$ cat src/rtl/div_unit_pkg.sv
// Shared types for the divide unit.
// Word typedefs and the divider state encoding.
package div_unit_pkg;

  localparam int XLEN = 32;

  typedef logic [31:0] i32;
  typedef logic [63:0] i64;

  typedef enum logic [1:0] {
    IDLE = 2'd0,
    BUSY = 2'd1,
    DONE = 2'd2
  } div_state_t;

endpackage

$ cat src/rtl/div_unit_step.sv
// One restoring division iteration.
// Swap point for wider-radix variants.
module div_step #(
  parameter int WIDTH = 32
) (
  input  logic [2*WIDTH-1:0] acc,
  input  logic [WIDTH-1:0]   divisor,
  output logic [2*WIDTH-1:0] acc_next
);

  logic [WIDTH:0]   rem_sh;
  logic [WIDTH-1:0] quo_sh;
  logic [WIDTH:0]   trial;

  // Shift, trial-subtract, restore on borrow.
  always_comb begin
    rem_sh = acc[2*WIDTH-1:WIDTH-1];
    quo_sh = {acc[WIDTH-2:0], 1'b0};
    trial  = rem_sh - {1'b0, divisor};
    if (!trial[WIDTH]) begin
      acc_next = {trial[WIDTH-1:0], quo_sh[WIDTH-1:1], 1'b1};
    end else begin
      acc_next = {rem_sh[WIDTH-1:0], quo_sh};
    end
  end

endmodule

$ cat src/rtl/div_unit.sv
// Multi-cycle unsigned restoring divider.
// Level request, fixed latency, one op in flight.
module div_unit
  import div_unit_pkg::*;
#(
  parameter int WIDTH = 32
) (
  input  logic               clk,
  input  logic               resetn,
  input  logic               valid,
  input  logic [WIDTH-1:0]   a,
  input  logic [WIDTH-1:0]   b,
  output logic               done,
  output logic [2*WIDTH-1:0] c
);

  localparam int CW = $clog2(WIDTH) + 1;
  localparam logic [CW-1:0] CNT_LOAD = CW'(WIDTH);
  localparam logic [CW-1:0] CNT_ONE  = CW'(1);

  div_state_t         state;
  logic [CW-1:0]      cnt;
  logic [WIDTH-1:0]   divisor;
  logic [2*WIDTH-1:0] acc;
  logic [2*WIDTH-1:0] acc_next;

  div_step #(
    .WIDTH(WIDTH)
  ) u_step (
    .acc     (acc),
    .divisor (divisor),
    .acc_next(acc_next)
  );

  // Control FSM with registered done/c.
  always_ff @(posedge clk) begin
    if (!resetn) begin
      state   <= IDLE;
      cnt     <= '0;
      divisor <= '0;
      acc     <= '0;
      done    <= 1'b0;
      c       <= '0;
    end else begin
      unique case (state)
        IDLE: begin
          done <= 1'b0;
          if (valid) begin
            divisor <= b;
            acc     <= {{WIDTH{1'b0}}, a};
            cnt     <= CNT_LOAD;
            state   <= BUSY;
          end
        end
        BUSY: begin
          if (!valid) begin
            state <= IDLE;
          end else begin
            acc <= acc_next;
            cnt <= cnt - CNT_ONE;
            if (cnt == CNT_ONE) begin
              c     <= acc_next;
              done  <= 1'b1;
              state <= DONE;
            end
          end
        end
        DONE: begin
          done  <= 1'b0;
          state <= IDLE;
        end
        default: begin
          done  <= 1'b0;
          state <= IDLE;
        end
      endcase
    end
  end

endmodule
$ cat config.mk
export PLATFORM = sky130hd
export DESIGN_NAME = div_unit
export DESIGN_NICKNAME = d
export VERILOG_FILES = /design/src/rtl/div_unit_pkg.sv /design/src/rtl/div_unit_step.sv /design/src/rtl/div_unit.sv
export SDC_FILE = /design/constraint.sdc
export NUM_CORES = 1
export LEC_CHECK = 0
export CORE_ASPECT_RATIO = 0.75
export CORE_MARGIN = 2
export CORE_UTILIZATION = 60
export DETAILED_ROUTE_END_ITERATION = 16
export PLACE_DENSITY = 0.86
export SETUP_SLACK_MARGIN = 0.5
export SYNTH_ARGS = -nofsm -noshare
export SYNTH_HDL_FRONTEND = slang
export SYNTH_SLANG_ARGS = --single-unit
$ cat constraint.sdc
create_clock -name clk -period 5.18 [get_ports clk]
set_input_delay 0.518 -clock clk [delete_from_list [all_inputs] [get_ports clk]]
set_output_delay 0.518 -clock clk [all_outputs]
set_load 0.02 [all_outputs]
==> out/metrics.yaml <==
worst_r2r_startpoint: "acc[31]"
ys_warn_count: 0
max_slew_margin: 0.218
cellLeakagePower_nw: 4.51
wl_mm: 25.7
hpwl_mm: 17.2
grt-ovfl-total: 0
core_mm2: 0.0152
drive_above_1_share: 0.0578
num_vias: 8886
ys_ff_latch: 169
n_fill_cell: 1167
gr-max-usage-layer: "met2"
grt_setup_unrepaired: "no"
netlist_area_mm2: 0.00930
power_density_mw_per_mm2: 280
grt_use_total: 0.314
die_w_um: 148
synth_mux_area_frac: 0.0377
avgSynthCellArea_um2: 8.13
endpoint_kind: "register"
ff_latch_area_mm2: 0.00338
tns_ps: 0
drtIter0Drc: 830
synth_simple_gate_area_frac: 0.208
critical_path.cell_chain: "inv_1, ha_1, fa_1, nand2b_1, a211oi_1, o31ai_2, a21oi_2, o2111ai_2, nand3_1, nand2_2, a311o_1"
min_period_ps: 3640
use_met3: 0.0586
synth_ff_type: "dfxtp_1"
port_buffers: 131
final_cell_area_mm2: 0.0112
wl_per_cell_um: 17.9
fin_worst_skew_ps: 7.59
setup_slack_ps: 1540
use_met1: 0.453
initial_core_util: 0.613
drt_first_pass_iters: 6
grtUsageMet2: 0.473
cts_setup_buffers: 0
required_ps: 5490
hold_class: "register to register"
synth_top_area_cell: "dfxtp_1"
synth_top_area_share: 0.364
synth_fa_ha_area_frac: 0.0479
antenna_left: 0
via_per_inst: 6.20
insertedDiodeCount: 0
grt_max_degree: 103
htreeDepth: 4
cts.path.max_buffers: 2
status: "completed"
synth.most_common_cell: "nand2_1"
gp_congestion: 0.956
cts_buffers: 17
syn_to_final_growth_pct: 20.1
crit_path_start_kind: "register"
grt_pass1_wl_mm: 42.0
synthArstFlopShare: 0
utilization: 0.736
dieArea_mm2: 0.0165
cts_hold_buf: 0
synth_compound_area_frac: 0.261
yosys-top-cells-count: "nand2_1, dfxtp_1, a21boi_0"
reg2reg_to: "acc[44]"
num_rows: 39
grt_pass1_vias: 8230
cp.arrival_ps: 3960
boundaryPins: 132
ys_seq_area_frac: 0.364
placed_area_mm2: 0.0106
synth_edf_count: 0
cts_resized: 0
path_class: "register to register"
maxCapViolations: 0
worstMarginPinSlew_ps: 1170
slowest_delay_ps: 510
drc: 0
place_ws_ps: 1520
synth_top_family_by_area: "compound AO/OA/AOI/OAI gates"
die_h_um: 112
critPathMaxFanout: 19
ir_drop_mv: 0.254
holdPathEnd: "divisor[13]"
slowest_stage: "nand3_1"
fmax_mhz: 274
multi_input_area_mm2: 0.00542
final_nets: 1318
ys_types: 79
power_mw: 3.13
clock_latency_ps: 430
syn_nets: 1246
cts_tree: "built"
synth_xor_area_frac: 0.0235
yosys-top-cells-area: "dfxtp_1, nand2_1, a21boi_0"
root_buffer: "clkbuf_16"
maxSlewViolCount: 0
cts.reportedPaths.clkPinSlew_ps: 70
reg2reg_setup_slack_ps: 1540
antenna_found_initial: 0
synthCells: 1144
min_from: "divisor[13]"
hold_viol_final: 0
setup_viol: 0
r2r_cells: 11
finalCritPeriodShare: 0.704
cts.sink_count: 169
hold_path_depth: 2
## report_power, final
part | switching [mW] | internal (mW)
combinational | 0.303 | 0.208
sequential | 0.0283 | 1.34
clock | 0.568 | 0.687
## area by class of cell
cell class | count | area share
clock inverter | 13 | 0.0118
timing repair buffer | 142 | 0.125
multi-input combinational | 846 | 0.485
inverter | 40 | 0.0134
tap | 205 | 0.0230
sequential | 169 | 0.303
clock buffer | 19 | 0.0396
## sequential cells by signal, summed over array words and instances, names as in the netlist
register	count
c	64
done	1
acc	64
divisor	32
cnt	6
state	2
## routing by layer
layer | wire length, µm | vias to the layer above
li1 | - | 4245
met1 | 11600 | 4157
met2 | 11200 | 436
met3 | 2380 | 48
met4 | 521 | 0
met5 | 0 | -
## critical path: cells and delay by family (launching register included)
| family | cells | cell delay, ps |
|---|---|---|
| compound gates | 5 | 1400 |
| fa+ha+maj | 2 | 600 |
| buf+inv | 1 | 60 |
| flops | 1 | 330 |
| simple gates | 3 | 1140 |
## worst max path at each step
stage | startpoint | end | slack (ps) | depth (start not counted)
final | acc[31] | acc[44] | 1540 | 11
after global routing | acc[31] | acc[42] | 1300 | 11
after CTS | acc[31] | acc[44] | 1610 | 11
after detailed placement | valid | c[37] | 1520 | 7
after global placement | valid | acc[54] | 1650 | 6
after floorplan | acc[31] | acc[47] | 2380 | 12
## layout by cell type (no fill, tap or decap), types with 29 or more instances in the layout
cell / count
nor2_1: 38
o211ai_1: 29
ha_1: 34
dfxtp_1: 169
nand2_1: 241
clkdlybuf4s50_1: 130
o211a_1: 30
a21oi_1: 42
o21ai_0: 57
a21boi_0: 66
inv_1: 40
mux2i_1: 35
## logic make-up (layout without fill, tap and decap cells)
family          count (synthesis)  in the layout
simple gates                  419            419
compound gates                332            332
flops                         169            169
buf+inv                       129            214
fa+ha+maj                      35             35
mux                            35             35
xor+xnor                       25             25
## stage by stage
stage	hold slack [ps]	cells
6_report	465	1434
4_1_cts	466	1434
3_5_place_dp	457	1402
2_1_floorplan	443	1144
5_1_grt	485	1434
3_3_place_gp	450	1402
Note: power is estimated with default switching activity, not from simulation.
